$ cat config.mk
export PLATFORM = sky130hd
export DESIGN_NAME = pipe_hazard_ctrl
export DESIGN_NICKNAME = d
export VERILOG_FILES = /design/src/rtl/pipe_ctrl_pkg.sv /design/src/rtl/pipe_hazard_ctrl_fwd.sv /design/src/rtl/pipe_hazard_ctrl.sv
export SDC_FILE = /design/constraint.sdc
export NUM_CORES = 1
export LEC_CHECK = 0
export CORE_MARGIN = 10
export CORE_UTILIZATION = 48
export CTS_BUF_LIST = sky130_fd_sc_hd__clkbuf_4
export CTS_CLUSTER_DIAMETER = 150
export DETAILED_ROUTE_END_ITERATION = 7
export GPL_TIMING_DRIVEN = 0
export PLACE_DENSITY = 0.86
export SLEW_MARGIN = 20
export SYNTH_ARGS = -nofsm -noshare
export SYNTH_HDL_FRONTEND = slang
export SYNTH_SLANG_ARGS = --single-unit
$ cat constraint.sdc
create_clock -name clk -period 3 [get_ports clk]
set_input_delay 0.6 -clock clk [delete_from_list [all_inputs] [get_ports clk]]
set_output_delay 0.6 -clock clk [all_outputs]
set_load 0.005 [all_outputs]
$ cat src/rtl/pipe_ctrl_pkg.sv
// Shared types for the pipeline hazard controller:
// FSM state encoding, forward selects and control bundle.
package pipe_ctrl_pkg;

  typedef enum logic [1:0] {
    ST_IDLE = 2'd0,
    ST_REQ  = 2'd1,
    ST_DONE = 2'd2,
    ST_ERR  = 2'd3
  } state_e;

  localparam logic [1:0] FWD_RF   = 2'b00;
  localparam logic [1:0] FWD_EALU = 2'b01;
  localparam logic [1:0] FWD_MALU = 2'b10;
  localparam logic [1:0] FWD_MMEM = 2'b11;

  typedef struct packed {
    logic pc_en;
    logic ifid_en;
    logic idexe_en;
    logic idexe_bubble;
    logic exemem_en;
    logic memwb_bubble;
  } pipe_ctl_t;

  localparam pipe_ctl_t CTL_RUN =
    '{1'b1, 1'b1, 1'b1, 1'b0, 1'b1, 1'b0};
  localparam pipe_ctl_t CTL_LU =
    '{1'b0, 1'b0, 1'b1, 1'b1, 1'b1, 1'b0};
  localparam pipe_ctl_t CTL_FRZ =
    '{1'b0, 1'b0, 1'b0, 1'b0, 1'b0, 1'b1};
  localparam pipe_ctl_t CTL_RST =
    '{1'b0, 1'b0, 1'b0, 1'b1, 1'b0, 1'b1};

  // Register 0 is hardwired, so it never matches a producer.
  function automatic logic reg_hit(
    input logic [4:0] dst,
    input logic [4:0] src
  );
    return (dst != 5'd0) && (dst == src);
  endfunction

endpackage

$ cat src/rtl/pipe_hazard_ctrl_fwd.sv
// Combinational forwarding select for one ID operand.
// EXE results win over MEM results.
module fwd_unit
  import pipe_ctrl_pkg::*;
(
  input  logic [4:0] src,
  input  logic [4:0] ern,
  input  logic       ewreg,
  input  logic       em2reg,
  input  logic [4:0] mrn,
  input  logic       mwreg,
  input  logic       mm2reg,
  output logic [1:0] fwd
);

  logic e_hit;
  logic m_hit;

  assign e_hit = ewreg & ~em2reg & reg_hit(ern, src);
  assign m_hit = mwreg & reg_hit(mrn, src);

  // Pick the youngest non-load producer, then MEM alu/load.
  always_comb begin
    fwd = FWD_RF;
    if (e_hit) begin
      fwd = FWD_EALU;
    end else if (m_hit) begin
      fwd = mm2reg ? FWD_MMEM : FWD_MALU;
    end
  end

endmodule

$ cat src/rtl/pipe_hazard_ctrl.sv
// Hazard/stall controller: forwarding, load-use bubbles,
// MEM-stage req/ack sequencing and stall-cycle counter.
module pipe_hazard_ctrl
  import pipe_ctrl_pkg::*;
#(
  parameter int TIMEOUT = 16,
  parameter int CNT_W   = 32
) (
  input  logic             clk,
  input  logic             rst,
  input  logic [4:0]       rs,
  input  logic [4:0]       rt,
  input  logic             use_rs,
  input  logic             use_rt,
  input  logic [4:0]       ern,
  input  logic             ewreg,
  input  logic             em2reg,
  input  logic [4:0]       mrn,
  input  logic             mwreg,
  input  logic             mm2reg,
  input  logic             mwmem,
  input  logic             dmem_ack,
  output logic             dmem_req,
  output logic [1:0]       fwda,
  output logic [1:0]       fwdb,
  output logic             pc_en,
  output logic             ifid_en,
  output logic             idexe_en,
  output logic             idexe_bubble,
  output logic             exemem_en,
  output logic             memwb_bubble,
  output logic             mem_err,
  output logic [CNT_W-1:0] stall_cnt
);

  localparam int WC_W = $clog2(TIMEOUT) + 1;
  localparam logic [WC_W-1:0] WC_LAST = WC_W'(TIMEOUT - 1);

  state_e           state_q, state_d;
  logic [WC_W-1:0]  wait_q, wait_d;
  logic             err_q, err_d;
  logic [CNT_W-1:0] cnt_q, cnt_d;

  logic [1:0] fwd_a;
  logic [1:0] fwd_b;
  logic       lu;
  logic       mem_op;
  logic       freeze;
  pipe_ctl_t  ctl;

  fwd_unit u_fwd_a (
    .src    (rs),
    .ern    (ern),
    .ewreg  (ewreg),
    .em2reg (em2reg),
    .mrn    (mrn),
    .mwreg  (mwreg),
    .mm2reg (mm2reg),
    .fwd    (fwd_a)
  );

  fwd_unit u_fwd_b (
    .src    (rt),
    .ern    (ern),
    .ewreg  (ewreg),
    .em2reg (em2reg),
    .mrn    (mrn),
    .mwreg  (mwreg),
    .mm2reg (mm2reg),
    .fwd    (fwd_b)
  );

  assign mem_op = mm2reg | mwmem;

  assign lu = ewreg & em2reg
            & ((use_rs & reg_hit(ern, rs))
            |  (use_rt & reg_hit(ern, rt)));

  // IDLE freezes the cycle a mem op is seen; DONE lets it drain.
  assign freeze = ((state_q == ST_IDLE) & mem_op)
                | (state_q == ST_REQ)
                | (state_q == ST_ERR);

  // Memory access sequencer next-state and timeout tracking.
  always_comb begin
    state_d = state_q;
    wait_d  = wait_q;
    err_d   = err_q;
    unique case (state_q)
      ST_IDLE: begin
        if (mem_op) begin
          state_d = ST_REQ;
          wait_d  = '0;
        end
      end
      ST_REQ: begin
        if (dmem_ack) begin
          state_d = ST_DONE;
          wait_d  = '0;
        end else if (wait_q == WC_LAST) begin
          state_d = ST_ERR;
          err_d   = 1'b1;
          wait_d  = '0;
        end else begin
          wait_d = wait_q + 1'b1;
        end
      end
      ST_DONE: state_d = ST_IDLE;
      ST_ERR:  state_d = ST_ERR;
    endcase
  end

  // Pipeline control: reset, then freeze, then load-use.
  always_comb begin
    ctl = CTL_RUN;
    if (rst) begin
      ctl = CTL_RST;
    end else if (freeze) begin
      ctl = CTL_FRZ;
    end else if (lu) begin
      ctl = CTL_LU;
    end
  end

  // Saturating count of cycles where the PC is held.
  always_comb begin
    cnt_d = cnt_q;
    if (!ctl.pc_en && (cnt_q != {CNT_W{1'b1}})) begin
      cnt_d = cnt_q + 1'b1;
    end
  end

  // State, timeout, error and counter registers.
  always_ff @(posedge clk) begin
    if (rst) begin
      state_q <= ST_IDLE;
      wait_q  <= '0;
      err_q   <= 1'b0;
      cnt_q   <= '0;
    end else begin
      state_q <= state_d;
      wait_q  <= wait_d;
      err_q   <= err_d;
      cnt_q   <= cnt_d;
    end
  end

  assign dmem_req     = ~rst & (state_q == ST_REQ);
  assign fwda         = rst ? FWD_RF : fwd_a;
  assign fwdb         = rst ? FWD_RF : fwd_b;
  assign pc_en        = ctl.pc_en;
  assign ifid_en      = ctl.ifid_en;
  assign idexe_en     = ctl.idexe_en;
  assign idexe_bubble = ctl.idexe_bubble;
  assign exemem_en    = ctl.exemem_en;
  assign memwb_bubble = ctl.memwb_bubble;
  assign mem_err      = err_q;
  assign stall_cnt    = cnt_q;

endmodule

# Word level (Yosys, flattened, before mapping)
# Cells that the tools add are included.
# classes
n_addsub,2
eq_ne,11
n_mux,18
n_bitwise,18
reduce_logical,13
# ops
operator,n
$add 32x1->32 const B,1
$ne 32x32->1 const B,1
$eq 5x5->1,4
$mux 2,9
$mux 6,3
$mux 5,3
$and 1x1->1,11
$pmux 5 s2,1
$reduce_bool 5->1,2
$pmux 2 s4,1
$add 5x1->5 const B,1
$eq 5x4->1 const B,1
$logic_and 1x1->1,5
$eq 2x2->1 const B,2
$or 1x1->1,4
$reduce_and 2->1,2
$ne 3x2->1 const B,1
$not 1->1,3
$reduce_and 3->1,1
$eq 2x1->1 const B,1
$logic_not 2->1,1
$ne 2x2->1 const B,1
$reduce_bool 2->1,1
$logic_not 1->1,1
$mux 1,1
# totals
reg_bits,40
input_bits,30
word_cells,66

# Depth between registers and ports, before layout
# Gate-level depths: netlist of run 1.
# depth
ltp_word,10
depth_mapped,8
ltp_nobuf,8

# Cells and area by module
# Synthesis of run 1 repeated with hierarchy kept, for this count alone.
# unflattened
hier_cells,314
area_unflattened_um2,2527.4
# modules_own_cells
mod,instances,cells_each,area_per_inst_um2,seq_area_each_um2
pipe_hazard_ctrl,1,270,2202.1,800.8
fwd_unit,2,22,162.7,0.0

# Worst setup path before layout of run 1
# OpenSTA, ideal clock, no wires.
# synth_timing
path_type,in2out
startpoint,input port ern[3]
endpoint,output port pc_en
t_arrival_ns,2.014
setup_slack_ns,0.386
path_stages,7
path_buffers,1
cell_sequence,xnor2_1 o211ai_2 nor4_2 a22oi_2 o21ai_4 inv_1 buf_4
# synth_between
elab_chain_len,8
word_cells_on_any_way,12
# synth_lines
item,line,rtl
from (decl),pipe_hazard_ctrl.sv:15,"input logic [4:0] ern,"
$eq 5x5->1 or $reduce_bool 5->1 (tied branches),pipe_ctrl_pkg.sv:40,return (dst != 5'd0) && (dst == src);
$logic_and 1x1->1,pipe_ctrl_pkg.sv:40,
$and 1x1->1 (on tied branches),"pipe_hazard_ctrl.sv:76, pipe_hazard_ctrl.sv:77",
$or 1x1->1 *,pipe_hazard_ctrl.sv:77,"| (use_rt & reg_hit(ern, rt)));"
$and 1x1->1 *,pipe_hazard_ctrl.sv:76,"& ((use_rs & reg_hit(ern, rs))"
$mux 6 *,pipe_hazard_ctrl.sv:120,end else if (lu) begin
$mux 6 *,pipe_hazard_ctrl.sv:118,end else if (freeze) begin
$mux 6 *,pipe_hazard_ctrl.sv:116,if (rst) begin
to (decl),pipe_hazard_ctrl.sv:26,"output logic pc_en,"
# Mark *: on every way between the ends. The rest lies on a longest branch, timed or not.

# Worst setup path in the final report of run 1
# layout_timing
startpoint,input port mwreg
endpoint,output port fwda[1]
# layout_between
elab_chain_len,4
# layout_lines
item,line,rtl
from (decl),pipe_hazard_ctrl.sv:19,"input logic mwreg,"
$and 1x1->1,pipe_hazard_ctrl_fwd.sv:20,"assign m_hit = mwreg & reg_hit(mrn, src);"
$mux 2,pipe_hazard_ctrl_fwd.sv:27,end else if (m_hit) begin
$mux 2,pipe_hazard_ctrl_fwd.sv:25,if (e_hit) begin
$mux 2,pipe_hazard_ctrl.sv:149,assign fwda = rst ? FWD_RF : fwd_a;
to (decl),pipe_hazard_ctrl.sv:24,"output logic [1:0] fwda,"
# No other way between the ends.

==> run metrics, run 1 <==
number of iterations in the first detailed-routing pass 4; Total Die Area just over 8000 um2; TritonCTS clock tree yes; CP bufs+invs 2; fraction of layout cells with a size suffix above 1 0.140; Crit-path slowest cell clkdlybuf4s50_1; Clock Latency Late Sink approximately 0.33 ns; # IOs between 70 and 80; GRT Residual Overflow 0; clock tree root driver cell clkbuf_4; Storage cell area between 800 and 900 um2; number of setup violations in the final report 1; final worst-path setup slack -0.0931 ns; deepest clock path buffer count 2; post-route DRC violation count 0; Setup Skew approximately 0.0054 ns; fraction of registers with async set or reset after synthesis 0; start-to-end type of the worst setup path in -> out; Fin Setup TNS -0.0931 ns; final-report hold violation count 0; count of flip-flops with a built-in enable after synthesis 0; max_cap viols 0; sum of routed wire length over all layers between 7000 and 8000 um; antenna violations before repair 0; initial standard-cell utilization of the core 0.495; Buffers on Ports 73; net count of the mapped netlist between 300 and 400; Cell variety after synth 45; maximum number of pins on one net before global-route repair 12; crit path DAT between 2 and 2.5 ns; total design power about 1.0 mW; Avg Inst Size Synth 8.44 um2; wire length of the first global-routing pass between 10000 and 15000 um; number of routed nets with antenna violations 0; H-tree depth 2; number of warnings reported in the yosys synthesis log 0; leading post-synthesis cells by cell area dfxtp_1, xnor2_1, nor2_1, xor2_1, nand3_1; leak pwr 1.24 nW; FMAX 323 MHz; cell count after synthesis approximately 280; required time of the critical path 2.40 ns; most used cell, CP clkdlybuf4s50_1; top cell types by occurrence after synthesis nor2_1, dfxtp_1, xnor2_1; unrepaired setup endpoints after global routing true; top-area cell type share of the netlist area 0.342; Diodes inserted 0; library cell with the largest summed area after synthesis dfxtp_1; type of element capturing the critical path output pin; Detailed Place HPWL 5040 um; violation count after the first detailed-routing iteration between 100 and 150; shortest clock period the worst path allows after layout about 3.1 ns; routed wire length per instance 16.3 um; crit-path leading delay family buffers and inverters; clock transition at the registers of the reported paths ~0.11 ns; count of pins over their slew limit 0; HP Class reg -> reg; worst-path maximum fanout 2; cell-by-cell trace of the critical path clkdlybuf4s50_1 -> nor3b_2 -> nand4_1 -> nor3_2 -> a21boi_2 -> clkdlybuf4s50_1; number of filler instances in the final layout between 300 and 400; worst slew slack as a fraction of its limit 0.429; number of global-route vias before repair between 2000 and 2500; violated checks negative setup slack; vias per std cell around 5.4; slew at the pin with the worst max-slew slack between 0.8 and 0.9 ns; main flop type after synthesis dfxtp_1; worst ir drop on vdd between 0.3 and 0.4 mV; GPL Wtd Cong between 0.8 and 0.9; mapped cell area around 2300 um2; height of the die ~90 um; GRT Overall Usage 0.165; clock buffer count from CTS 5; Worst Setup Start Kind input port; vias post-DR between 2000 and 2500; core area roughly 4700 um2; most used standard cell by instance count after synthesis nor2_1; pwr/cell area 312 nW/um2; Row Count 25; maximum cell stage delay along the critical path roughly 0.5 ns; Synth Register Bits 40; chip width around 90 um; fin crit share 1.03; area of the multi-input gates roughly 1500 um2; part of the Yosys area used for sequential elements 0.342; result of the run finished, violations left; clock net sink count 40; area grow syn2layout 41.2%; NumNets Final 395
-- area by class of cell --
cell class / instances / area share
Multi-Input combinational cell: 224 / 0.458
Tap cell: 67 / 0.0254
Buffer: 9 / 0.0178
Inverter: 4 / 0.00455
Clock inverter: 1 / 0.00114
Sequential cell: 40 / 0.243
Clock buffer: 7 / 0.0159
Timing Repair Buffer: 79 / 0.235
-- tightest hold or removal path, stage by stage, from the launching register on --
cell and delay, ns:
dfxtp_1 0.35, a21oi_1 0.04, nor2_1 0.07
-- registers in the layout (all words and copies together) (netlist names) --
signal and cells:
mem_err 1, state_q 2, stall_cnt 32, wait_q 5
-- layout by cell type, fill, tap and decap left out, types with 12 or more instances in the layout --
master,synthesis,routed
xnor2_1,31,31
nor3_1,14,12
clkdlybuf4s50_1,0,53
nand3_1,15,15
dfxtp_1,40,40
nor2_1,44,44
nand2_1,15,15
-- timing repair --
item | CTS | global route
setup endpoints to repair | 10 | 7
hold endpoints to repair | 0 | 0
gates resized for setup | 37 | 9
pin swaps | 8 | 7
hold buffers | 0 | 0
gates cloned | 0 | 0
setup buffers | 3 | 3
-- cells by family (layout without fill, tap and decap cells) --
logic type	count (synthesis)	in the layout	synth area share
compound gates	31	31	0.103
xor+xnor	41	41	0.154
flops	40	40	0.342
fa+ha+maj	2	2	0.0107
mux	7	7	0.0337
simple gates	143	143	0.326
buf+inv	13	100	0.0305
-- worst paths after layout --
path / from / to / slack (ns) / depth (start not counted)
setup / recovery: mwreg / fwda[1] / -0.09 / 6
hold / removal: mem_err$_SDFFE_PP0P_ / mem_err$_SDFFE_PP0P_ / 0.49 / 2
setup reg to reg: stall_cnt[10]$_SDFFE_PP0P_ / stall_cnt[23]$_SDFFE_PP0P_ / 0.30 / 7
hold reg to reg: mem_err$_SDFFE_PP0P_ / mem_err$_SDFFE_PP0P_ / 0.49 / 2
-- where the power goes --
| part | leakage [nW] | internal, mW | switching, mW |
|---|---|---|---|
| clock | 0.0338 | 0.109 | 0.169 |
| sequential | 0.323 | 0.541 | 0.0113 |
| combinational | 0.878 | 0.0991 | 0.101 |
-- metrics by stage --
step                      setup WS, ns  area (um2)   util  cells  hold WS (ns)
after CTS                      0.00684        3260  0.690    428         0.497
after global routing            -0.154        3300  0.699    431         0.525
after global placement          -0.702        3150  0.668    417         0.458
after floorplan                  0.386        2340      -    277         0.459
final                          -0.0931        3300  0.699    431         0.494
after detailed placement        -0.744        3150  0.668    417         0.472
-- routing by layer --
metal	routed length (um)	vias to the layer above	global-route usage
li1	-	1145	-
met1	3250	1109	0.210
met2	3230	81	0.273
met3	454	6	0.0357
met4	76	0	0.0391
met5	0	-	0
No activity file was read; power rests on OpenSTA's default activity.
==> inputs of run 2 (changes only) <==
--- a/config.mk
+++ b/config.mk
@@ -5,13 +5,14 @@
 export SDC_FILE = /design/constraint.sdc
 export NUM_CORES = 1
 export LEC_CHECK = 0
+export ABC_AREA = 1
 export CORE_MARGIN = 10
-export CORE_UTILIZATION = 48
+export CORE_UTILIZATION = 51
 export CTS_BUF_LIST = sky130_fd_sc_hd__clkbuf_4
 export CTS_CLUSTER_DIAMETER = 150
 export DETAILED_ROUTE_END_ITERATION = 7
 export GPL_TIMING_DRIVEN = 0
-export PLACE_DENSITY = 0.86
+export PLACE_DENSITY = 0.87
 export SLEW_MARGIN = 20
 export SYNTH_ARGS = -nofsm -noshare
 export SYNTH_HDL_FRONTEND = slang
==> run metrics, run 2 <==
most heavily used metal layer in global routing met2; violation count after the first detailed-routing iteration around 210; result of the run completed; number of global-route vias before repair slightly below 3000; NumNets Final between 500 and 600; area grow syn2layout 34.8%; GRT Residual Overflow 0; Total Die Area 8880 um2; slew at the pin with the worst max-slew slack about 0.7 ns; crit path DAT between 2 and 2.5 ns; register share of total power 0.533; most used standard cell by instance count after synthesis nand2_1; GRT Overall Usage 0.202; required time of the critical path 2.40 ns; start point of the worst hold path wait_q[4]$_SDFFE_PP0P_; Net Switching between 0.3 and 0.4 mW; Worst setup startpoint mrn[4]; count of flip-flops with a built-in enable after synthesis 0; clock transition at the registers of the reported paths about 0.13 ns; leak pwr 1.54 nW; main flop type after synthesis dfxtp_1; antenna violations before repair 0; top cell types by occurrence after synthesis nand2_1, nor2_1, nand3_1; hold_ws about 0.46 ns; fraction of registers with async set or reset after synthesis 0; clock buffer count from CTS 5; number of iterations in the first detailed-routing pass 5; commonest non-fill, non-tap cells in the layout nand2_1, clkdlybuf4s50_1, nor2_1; library cell with the largest summed area after synthesis dfxtp_1; leading post-synthesis cells by cell area dfxtp_1, nand2_1, nand3_1, a21oi_1, nor2_1; hold buffer count at cts 0; part of the Yosys area used for sequential elements 0.285; Synth Register Bits 40; GPL Wtd Cong between 1 and 1.5; clock net sink count 40; # IOs 74; fraction of layout cells with a size suffix above 1 0.0742; FMAX between 300 and 400 MHz; final-report hold violation count 0; Largest register FFs 32; start of the worst register-to-register path stall_cnt[0]$_SDFFE_PP0P_; sum of routed wire length over all layers about 9100 um; height of the die between 90 and 100 um; met1 demand-to-capacity share in global routing 0.262; top-area cell type share of the netlist area 0.285; most common cell after layout, fill and taps aside nand2_1; wire length of the first global-routing pass ~15000 um; Detailed Place HPWL between 7000 and 8000 um; Avg Inst Size Synth slightly above 6 um2; vias post-DR 3253; number of routed nets with antenna violations 0; core area about 5200 um2; Row Count 26; Cell variety after synth 29; fin crit share 0.977; number of warnings reported in the yosys synthesis log 0; worst slew slack as a fraction of its limit 0.532; number of setup violations in the final report 0; maximum number of pins on one net before global-route repair 17; net count of the mapped netlist roughly 500; chip width 94.2 um; deepest clock path buffer count 2; type of element capturing the critical path output pin; switching share of power 0.302; count of pins over their slew limit 0; Buffers on Ports 73; clock tree root driver cell clkbuf_4; routed wire length per instance roughly 15 um; unrepaired setup endpoints after global routing false; mapped cell area between 2000 and 3000 um2; cell count after synthesis around 460; shortest clock period the worst path allows after layout between 2 and 3 ns; GR met3 Demand/Resource 0.0536; Clock Latency Late Sink between 0.3 and 0.4 ns; post-route DRC violation count 0; start-to-end type of the worst setup path in -> out; vias per std cell around 5.3; H-tree depth 2; met2 routing resource usage after global routing 0.323; worst-path maximum fanout 3; final standard cell utilization of the core 0.723; max_cap viols 0; cell-internal power roughly 0.72 mW; Worst Setup Start Kind input port; clock share of power 0.268; fraction of power consumed by combinational cells 0.199; HP Class reg -> reg; worst ir drop on vdd roughly 0.23 mV; pwr/cell area about 270 nW/um2; number of filler instances in the final layout 468; initial standard-cell utilization of the core 0.537; Setup Skew roughly 0.0063 ns; Diodes inserted 0; TritonCTS clock tree yes
-- run 2: cell types whose count changed in the layout (fill, tap and decap cells not counted), moves of 11 or more --
cell and change:
nand2_1 +114, inv_1 +33, nand3_1 +32, a21oi_1 +30
xnor2_1 -21, dlymetal6s2s_1 +11, xor2_1 +11
-- run 2: logic make-up after synthesis --
logic type | Yosys count | share of synthesized area
xor+xnor | 32 | 0.0997
simple gates | 274 | 0.423
buf+inv | 56 | 0.0828
compound gates | 54 | 0.101
fa+ha+maj | 2 | 0.00890
flops | 40 | 0.285
-- run 2: power by group through the flow --
stage / Clock [mW] / Combinational [mW] / Sequential, mW
2_1_floorplan: 0 / 0.0988 / 0.560
3_3_place_gp: 0 / 0.190 / 0.564
3_5_place_dp: 0 / 0.195 / 0.564
4_1_cts: 0.285 / 0.199 / 0.552
5_1_grt: 0.304 / 0.227 / 0.554
6_report: 0.278 / 0.206 / 0.553
-- run 2: stage by stage --
step                TNS, ns  setup slack (ns)  cell area, um2  power [mW]  instances
floorplan                 0             0.752            2810       0.659        458
global placement      -1.08            -0.439            3630       0.754        601
detailed placement    -1.15            -0.458            3630       0.759        601
CTS                 -0.0995           -0.0593            3710        1.04        609
global route              0           0.00984            3790        1.08        609
finish                    0            0.0685            3790        1.04        609
-- run 2: area by class of cell --
class                           instances  area, um2  area share
Buffer                                 13       71.3      0.0188
Clock buffer                            5       37.5     0.00991
Clock inverter                          3       18.8     0.00495
Inverter                               41        154      0.0406
Multi-Input combinational cell        362       1840       0.485
Sequential cell                        40        801       0.211
Tap cell                               70       87.6      0.0231
Timing Repair Buffer                   75        781       0.206
-- run 2: path summary, 6_finish.rpt --
kind / end / slack (ns) / cells past startpoint
worst max-delay path: fwda[0] / 0.07 / 8
worst min-delay path: wait_q[4]$_SDFFE_PP0P_ / 0.46 / 2
worst max register to register: stall_cnt[26]$_SDFFE_PP0P_ / 0.61 / 9
worst min register to register: wait_q[4]$_SDFFE_PP0P_ / 0.46 / 2
-- run 2: worst max-delay path, stage by stage --
cell and delay [ns]:
clkdlybuf4s50_1 0.49, inv_1 0.08, nand2_1 0.07, nor3_1 0.05, a211oi_1 0.19, nand4_1 0.15
o21ai_1 0.15, clkdlybuf4s50_1 0.54
-- run 2: layer usage --
| layer | routed length, um | vias to the layer above |
|---|---|---|
| met1 | 4060 | 1446 |
| met3 | 869 | 11 |
| met5 | 0 | - |
| met4 | 111 | 0 |
| li1 | - | 1652 |
| met2 | 4100 | 144 |
-- run 2: what timing repair did --
item / 4_1_cts / 5_1_grt
resized for setup: 7 / 30
setup buffers: 1 / 1
endpoints found under the setup margin: 6 / 7
pin swaps: 0 / 3
